==> src/rtl/vs_residual_updater.sv <==
// -----------------------------------------------------------------------------
// vs_residual_updater
//
// Purpose
//   One residual-update step of a greedy sparse-recovery loop. After the max
//   identifier selects column `location` with inner product `value`, this block
//   sweeps every row of that sensing-matrix column and rewrites the residual:
//
//       res[r] <= res[r] - (value >>> NORM_SHIFT) * phi[location][r]
//
//   NORM_SHIFT is log2 of the column squared norm, so the shifted value is the
//   projection coefficient. Arithmetic is 32-bit two's complement with wrap.
//   One row is processed per cycle through a short read/compute/write pipeline.
//
// Optional feature
//   VS_RESIDUAL_UPDATER_ENERGY_EN : when defined, residual_energy_o accumulates
//   the low 32 bits of the squares of the newly written residual rows. When it
//   is undefined, residual_energy_o is tied to zero and no multiply-accumulate
//   is built.
//
// Ports
//   clock_i             single clock, rising edge
//   reset_i             asynchronous active-high reset
//   start_i             request an update (sampled in IDLE only)
//   location_i [7:0]    selected column index
//   value_i    [31:0]   signed inner product of the selected column
//   phi_read_addr_o     sensing-matrix read address, column-major
//   phi_read_data_i     sensing-matrix data, one cycle after its address
//   res_read_addr_o     residual read address
//   res_read_data_i     residual data, one cycle after its address
//   res_write_*_o       residual write port (enable / address / data)
//   busy_o              high from accepted start until done
//   done_o              one-cycle completion pulse
//   bad_location_o      sticky flag: location >= COLUMNS on the last start
//   residual_energy_o   sum of squares of the updated residual (see above)
//
// Timing (start sampled at edge E0, ROWS = R)
//   E0        address of row 0 presented to both RAMs
//   Er        address of row r presented
//   E(r+2)    write of row r presented (committed by the RAM at E(r+3))
//   E(R+1)    last write presented, FSM enters FINISH
//   E(R+2)    done_o pulses, busy_o drops, FSM back to IDLE
// -----------------------------------------------------------------------------

// Structural invariants of the updater's outputs; carries no design logic.
module vs_residual_updater_checker (
  input logic clock_i,
  input logic reset_i,
  input logic busy_i,
  input logic done_i,
  input logic write_enable_i,
  input logic bad_location_i
);

  // done is a single-cycle pulse
  a_done_pulse : assert property (@(posedge clock_i) disable iff (reset_i)
    done_i |=> !done_i);

  // completion is reported only once the block has released busy
  a_done_not_busy : assert property (@(posedge clock_i) disable iff (reset_i)
    done_i |-> !busy_i);

  // residual writes only happen inside an update
  a_write_in_update : assert property (@(posedge clock_i) disable iff (reset_i)
    write_enable_i |-> busy_i);

  // a rejected column never touches the residual
  a_bad_no_write : assert property (@(posedge clock_i) disable iff (reset_i)
    bad_location_i |-> !write_enable_i);

endmodule

module vs_residual_updater #(
  parameter int ROWS       = 4,
  parameter int COLUMNS    = 8,
  parameter int NORM_SHIFT = 2
) (
  input  logic        clock_i,
  input  logic        reset_i,
  input  logic        start_i,
  input  logic [7:0]  location_i,
  input  logic [31:0] value_i,
  output logic [15:0] phi_read_addr_o,
  input  logic [31:0] phi_read_data_i,
  output logic [7:0]  res_read_addr_o,
  input  logic [31:0] res_read_data_i,
  output logic        res_write_enable_o,
  output logic [7:0]  res_write_addr_o,
  output logic [31:0] res_write_data_o,
  output logic        busy_o,
  output logic        done_o,
  output logic        bad_location_o,
  output logic [31:0] residual_energy_o
);

  typedef enum logic [1:0] {
    ST_IDLE   = 2'd0,
    ST_SWEEP  = 2'd1,
    ST_FINISH = 2'd2
  } state_t;

  localparam logic [7:0]  LAST_ROW = 8'(ROWS - 1);
  localparam logic [8:0]  COLS9    = 9'(COLUMNS);
  localparam logic [15:0] ROWS16   = 16'(ROWS);

  state_t             state_q;
  logic signed [31:0] scaled_q;      // projection coefficient of this update
  logic               issue_q;       // an address is on the RAM ports this cycle
  logic               data_vld_q;    // RAM data for data_row_q is valid this cycle
  logic [7:0]         data_row_q;    // row whose data is on the RAM outputs
  logic [15:0]        phi_addr_q;
  logic [7:0]         res_addr_q;    // doubles as the row counter
  logic               wen_q;
  logic [7:0]         waddr_q;
  logic [31:0]        wdata_q;
  logic               busy_q;
  logic               done_q;
  logic               bad_q;

  logic               loc_ok_d;
  logic [15:0]        col_base_d;
  logic signed [31:0] scaled_d;
  logic signed [31:0] prod_d;
  logic signed [31:0] new_res_d;

  // Acceptance-time values: column check, column base address, shifted value.
  // The base address captured at start is the latched form of location.
  assign loc_ok_d   = ({1'b0, location_i} < COLS9);
  assign col_base_d = {8'd0, location_i} * ROWS16;
  assign scaled_d   = $signed(value_i) >>> NORM_SHIFT;

  // Row update; both operations keep only the low 32 bits (wrap, no saturation).
  assign prod_d    = scaled_q * $signed(phi_read_data_i);
  assign new_res_d = $signed(res_read_data_i) - prod_d;

  // Control FSM with address generation, write pipeline and status flags.
  always_ff @(posedge clock_i or posedge reset_i) begin
    if (reset_i) begin
      state_q    <= ST_IDLE;
      scaled_q   <= 32'sd0;
      issue_q    <= 1'b0;
      data_vld_q <= 1'b0;
      data_row_q <= 8'd0;
      phi_addr_q <= 16'd0;
      res_addr_q <= 8'd0;
      wen_q      <= 1'b0;
      waddr_q    <= 8'd0;
      wdata_q    <= 32'd0;
      busy_q     <= 1'b0;
      done_q     <= 1'b0;
      bad_q      <= 1'b0;
    end else begin
      // Pulses default low; the read pipeline advances every cycle.
      done_q     <= 1'b0;
      wen_q      <= 1'b0;
      data_vld_q <= issue_q;
      data_row_q <= res_addr_q;

      case (state_q)
        ST_IDLE: begin
          issue_q <= 1'b0;
          if (start_i) begin
            busy_q   <= 1'b1;
            bad_q    <= ~loc_ok_d;
            scaled_q <= scaled_d;
            if (loc_ok_d) begin
              // Row 0 is presented to both RAMs straight away.
              state_q    <= ST_SWEEP;
              issue_q    <= 1'b1;
              phi_addr_q <= col_base_d;
              res_addr_q <= 8'd0;
            end else begin
              // Nothing to sweep: report completion on the next cycle.
              state_q <= ST_FINISH;
            end
          end else begin
            state_q <= ST_IDLE;
          end
        end

        ST_SWEEP: begin
          // Issue side: walk down the column, stop after the last row.
          if (issue_q && (res_addr_q != LAST_ROW)) begin
            phi_addr_q <= phi_addr_q + 16'd1;
            res_addr_q <= res_addr_q + 8'd1;
          end else begin
            issue_q <= 1'b0;
          end

          // Write side: data of the row issued two edges ago is on the RAM
          // outputs now. Each row is read once before its own write, so the
          // read can never observe a value this sweep already wrote.
          if (data_vld_q) begin
            wen_q   <= 1'b1;
            waddr_q <= data_row_q;
            wdata_q <= new_res_d;
            if (data_row_q == LAST_ROW) begin
              state_q <= ST_FINISH;
            end else begin
              state_q <= ST_SWEEP;
            end
          end else begin
            state_q <= ST_SWEEP;
          end
        end

        ST_FINISH: begin
          // The last write (if any) is on the port during this state.
          state_q <= ST_IDLE;
          issue_q <= 1'b0;
          busy_q  <= 1'b0;
          done_q  <= 1'b1;
        end

        default: begin
          state_q <= ST_IDLE;
          issue_q <= 1'b0;
          busy_q  <= 1'b0;
        end
      endcase
    end
  end

`ifdef VS_RESIDUAL_UPDATER_ENERGY_EN
  logic [31:0] energy_q;
  logic [31:0] square_d;

  // Square of the row currently being written, low 32 bits.
  assign square_d = wdata_q * wdata_q;

  // Energy accumulator: cleared on an accepted start, adds each written row,
  // holds after done until the next start.
  always_ff @(posedge clock_i or posedge reset_i) begin
    if (reset_i) begin
      energy_q <= 32'd0;
    end else if ((state_q == ST_IDLE) && start_i) begin
      energy_q <= 32'd0;
    end else if (wen_q) begin
      energy_q <= energy_q + square_d;
    end else begin
      energy_q <= energy_q;
    end
  end

  assign residual_energy_o = energy_q;
`else
  assign residual_energy_o = 32'd0;
`endif

  assign phi_read_addr_o    = phi_addr_q;
  assign res_read_addr_o    = res_addr_q;
  assign res_write_enable_o = wen_q;
  assign res_write_addr_o   = waddr_q;
  assign res_write_data_o   = wdata_q;
  assign busy_o             = busy_q;
  assign done_o             = done_q;
  assign bad_location_o     = bad_q;

  vs_residual_updater_checker u_checker (
    .clock_i        (clock_i),
    .reset_i        (reset_i),
    .busy_i         (busy_q),
    .done_i         (done_q),
    .write_enable_i (wen_q),
    .bad_location_i (bad_q)
  );

endmodule

==> config.mk <==
export PLATFORM = sky130hd
export DESIGN_NAME = vs_residual_updater
export DESIGN_NICKNAME = d
export VERILOG_FILES = /design/src/rtl/vs_residual_updater.sv
export SDC_FILE = /design/constraint.sdc
export NUM_CORES = 2
export LEC_CHECK = 0
export ABC_AREA = 0
export CAP_MARGIN = 20
export CORE_MARGIN = 4
export CORE_UTILIZATION = 50
export DETAILED_ROUTE_END_ITERATION = 12
export PLACE_DENSITY = 0.76
export SYNTH_ARGS = -nofsm -noshare
export SYNTH_HDL_FRONTEND = slang
export SYNTH_SLANG_ARGS = --single-unit
==> constraint.sdc <==
create_clock -name clock_i -period 17.2 [get_ports clock_i]
set_clock_uncertainty 0.2 [all_clocks]
set_input_delay 3.44 -clock clock_i [delete_from_list [all_inputs] [get_ports clock_i]]
set_output_delay 3.44 -clock clock_i [all_outputs]
set_load 0.05 [all_outputs]
==> results.txt <==
CTS tree - built
initial antenna violation count - 1
Vias/cell - 5.28
CP bufs+invs - 7
Hold Fails Final Rpt - 0
layout cells sized above 1 - 4.23%
mux cell area share after synthesis - 2.38%
Hold EP - data_vld_q
Net count, final - 3,037
Initial Utilization - 50.6%
Fin Setup TNS - 0 ps
nature of the critical path endpoint - flop
Tot GR Track Use - 24.3%
Slew Limit Fails - 0
Critical R2R Launch - scaled_q[3]
Setup violations, final - 0
CTS H-tree depth - 3
largest net degree at the start of global routing - 65
Post-CTS Hold Fix Bufs - 0
Die Y - 214 µm
TritonCTS buffer count - 9
# Post-CTS Setup Buffers - 0
post-synthesis adder-cell area fraction - 49.4%
initial DRC count - 910
die area - 45,800 µm²
Max-slew headroom - 28.1%
post-cts resize count - 0
CP Max Fanout - 19
Reg2Reg Capture Point - res_write_data_o[31]
GPL Wtd Cong - 0.932
area grow syn2layout - 11.2%
Worst Path Arrival - 11,460 ps
Clock Sinks - 110
row count - 75
worst hold path type - reg2reg
vias in the first global route - 16,900
first-pass GRT wire length - 89,300 µm
diode count - 0
worst endpoint required time - 17,250 ps
die width - 214 µm
worst-margin pin slew - 1080 ps
XOR/XNOR share of the synthesized area - 4.09%
Port-buffer cells - 172
post-route minimum period - 11,400 ps
largest area contributor in the netlist - fa_1
via count - 15,300
FF-to-FF path depth - 27
hpwl dp - 44,000 µm
WS Path Type - in2reg
worst hold start - issue_q
TritonRoute pass-1 iters - 5
post-synthesis cell area - 21,200 µm²
Antenna Violating Nets Remaining - 0
# fillers - 3,673
CP delay by family, top - adder cells
CORE AREA - 41,900 µm²
Post-synth EDFFs - 0
most frequent CP cell - fa_1
grt total ovfl - 0
Syn Inst Count - 2,258
asr flop ratio synth - 100%
post-synth cell types - 57
WL per Instance - 18.7 µm
unrepaired setup endpoints after global routing - false
num ports - 207
WHS Path Cells - 0
CTS clock-pin slew for the worst setup and hold paths - 90 ps
drt drc - 0
Yosys top cell area share - 41.9%
Fmax - 87.7 MHz
Synth Area per Inst - 9.40 µm²
Detailed Route WL - 54,100 µm
latest clock arrival within the worst-skew pair - 380 ps
count of yosys warnings during synthesis - 0
Synth Register Bits - 110
Critical Path Start Type - input pin
largest family of logic cells by synthesized area - adder cells
crit-path max cell delay - 1110 ps
Primary FF master, synth - dfrtp_1
CP max stage cell - clkdlybuf4s50_1
Final Cycle Share - 66.3%
Seq/Total Area, Yosys - 13.0%
complex-gate fraction of the synthesized area - 4.17%
simple-gate share of the synthesized area - 15.6%
status - finished clean
clk buf depth - 2
MaxCap Viol Count - 0
largest cells by area after synthesis - fa_1, dfrtp_1, inv_1
reg-to-reg slack, setup - 8900 ps
Root Buffer - clkbuf_16
[how the worst max path moves through the flow]
| stage | depth (start not counted) | start | slack [ps] | to |
|---|---|---|---|---|
| 2_1_floorplan | 28 | phi_read_data_i[14] | 6980 | res_write_data_o[28] |
| 3_3_place_gp | 26 | phi_read_data_i[7] | 5640 | res_write_data_o[31] |
| 3_5_place_dp | 23 | phi_read_data_i[7] | 5500 | res_write_data_o[31] |
| 4_1_cts | 26 | phi_read_data_i[7] | 5850 | res_write_data_o[31] |
| 5_1_grt | 27 | phi_read_data_i[13] | 5470 | res_write_data_o[31] |
| 6_report | 27 | phi_read_data_i[13] | 5800 | res_write_data_o[31] |
[registers in the layout (all words and copies together), names as in the netlist, 2 cells and up]
register          cells
scaled_q             30
res_write_data_o     32
state_q               2
phi_read_addr_o      16
data_row_q            8
res_read_addr_o       8
res_write_addr_o      8
[layout by cell type (no fill, tap or decap), drive strengths merged, types with 3 or more instances in the layout]
cell,n
inv,468
buf,26
o41ai,3
xnor2,71
o21bai,3
or3,5
clkbuf,9
nand4,10
mux2,44
or4,3
nand2b,5
nor2,35
conb,32
a22oi,5
nor3,11
o21a,6
nand3,14
fa,444
and3,10
nor2b,4
nand2,353
a21o,17
and2,229
nor3b,3
dfrtp,110
ha,128
clkdlybuf4s50,172
o21ai,59
clkinv,4
xor2,28
a21oi,26
[cell families after synthesis]
kind of cell / Yosys count
DFF: 110
buffers and inverters: 605
AOI/OAI and AO/OA: 140
other: 1
muxes: 45
xor gates and xnor gates: 99
adders and majority gates: 572
and+or+nand+nor: 686
[cells in the mapped netlist (all sizes together) (11+ instances only)]
library cell and instances:
a21o 17, a21oi 26, and2 229, buf 33
clkbuf 107, dfrtp 110, fa 444, ha 128
inv 465, mux2 44, nand2 353, nand3 14
nor2 35, nor3 11, o21ai 59, xnor2 71
xor2 28
[worst register-to-register path, stage by stage (launching register included)]
cell	delay [ps]
dfrtp_1	760
buf_4	370
nand2_1	120
fa_1	520
inv_1	50
fa_1	470
inv_1	80
fa_1	500
inv_1	70
fa_1	530
inv_1	50
fa_1	500
inv_1	50
ha_1	310
inv_1	60
fa_1	500
fa_1	430
ha_1	390
and2_1	180
and4_1	340
nand4_1	130
a21oi_1	380
o221ai_1	200
a21o_1	260
a31oi_2	280
o21bai_1	170
xnor2_1	210
o21ai_1	80
[final cells by class]
type / count / area, µm² / share of cell area [%]
Multi-Input combinational cell: 1574 / 16200 / 68.6
Sequential cell: 110 / 2750 / 11.7
Timing Repair Buffer: 198 / 1920 / 8.15
Inverter: 465 / 1750 / 7.41
Tap cell: 539 / 674 / 2.86
Clock buffer: 9 / 225 / 0.954
Clock inverter: 7 / 75.1 / 0.318
[metrics by stage]
stage | utilization [%] | hold WS [ps] | instances | worst slack (ps) | instance area, µm²
after floorplan | - | 154 | 2289 | 6980 | 21300
after global placement | 55.5 | 168 | 2885 | 5640 | 23300
after detailed placement | 55.5 | 190 | 2885 | 5500 | 23300
after CTS | 56.2 | 203 | 2901 | 5850 | 23600
after global routing | 56.3 | 203 | 2902 | 5470 | 23600
final | 56.3 | 210 | 2902 | 5800 | 23600
[metal layers]
metal / vias up / global-route usage, % / wire [µm]
met2: 617 / 40.4 / 26300
met4: 2 / 7.20 / 1860
li1: 6785 / - / -
met1: 7817 / 31.6 / 21300
met3: 103 / 6.53 / 4760
met5: - / 0 / 8
Power is left out: the tool's default activity adds up to more than one toggle a clock period on the data nets, which glitch-free logic cannot reach.
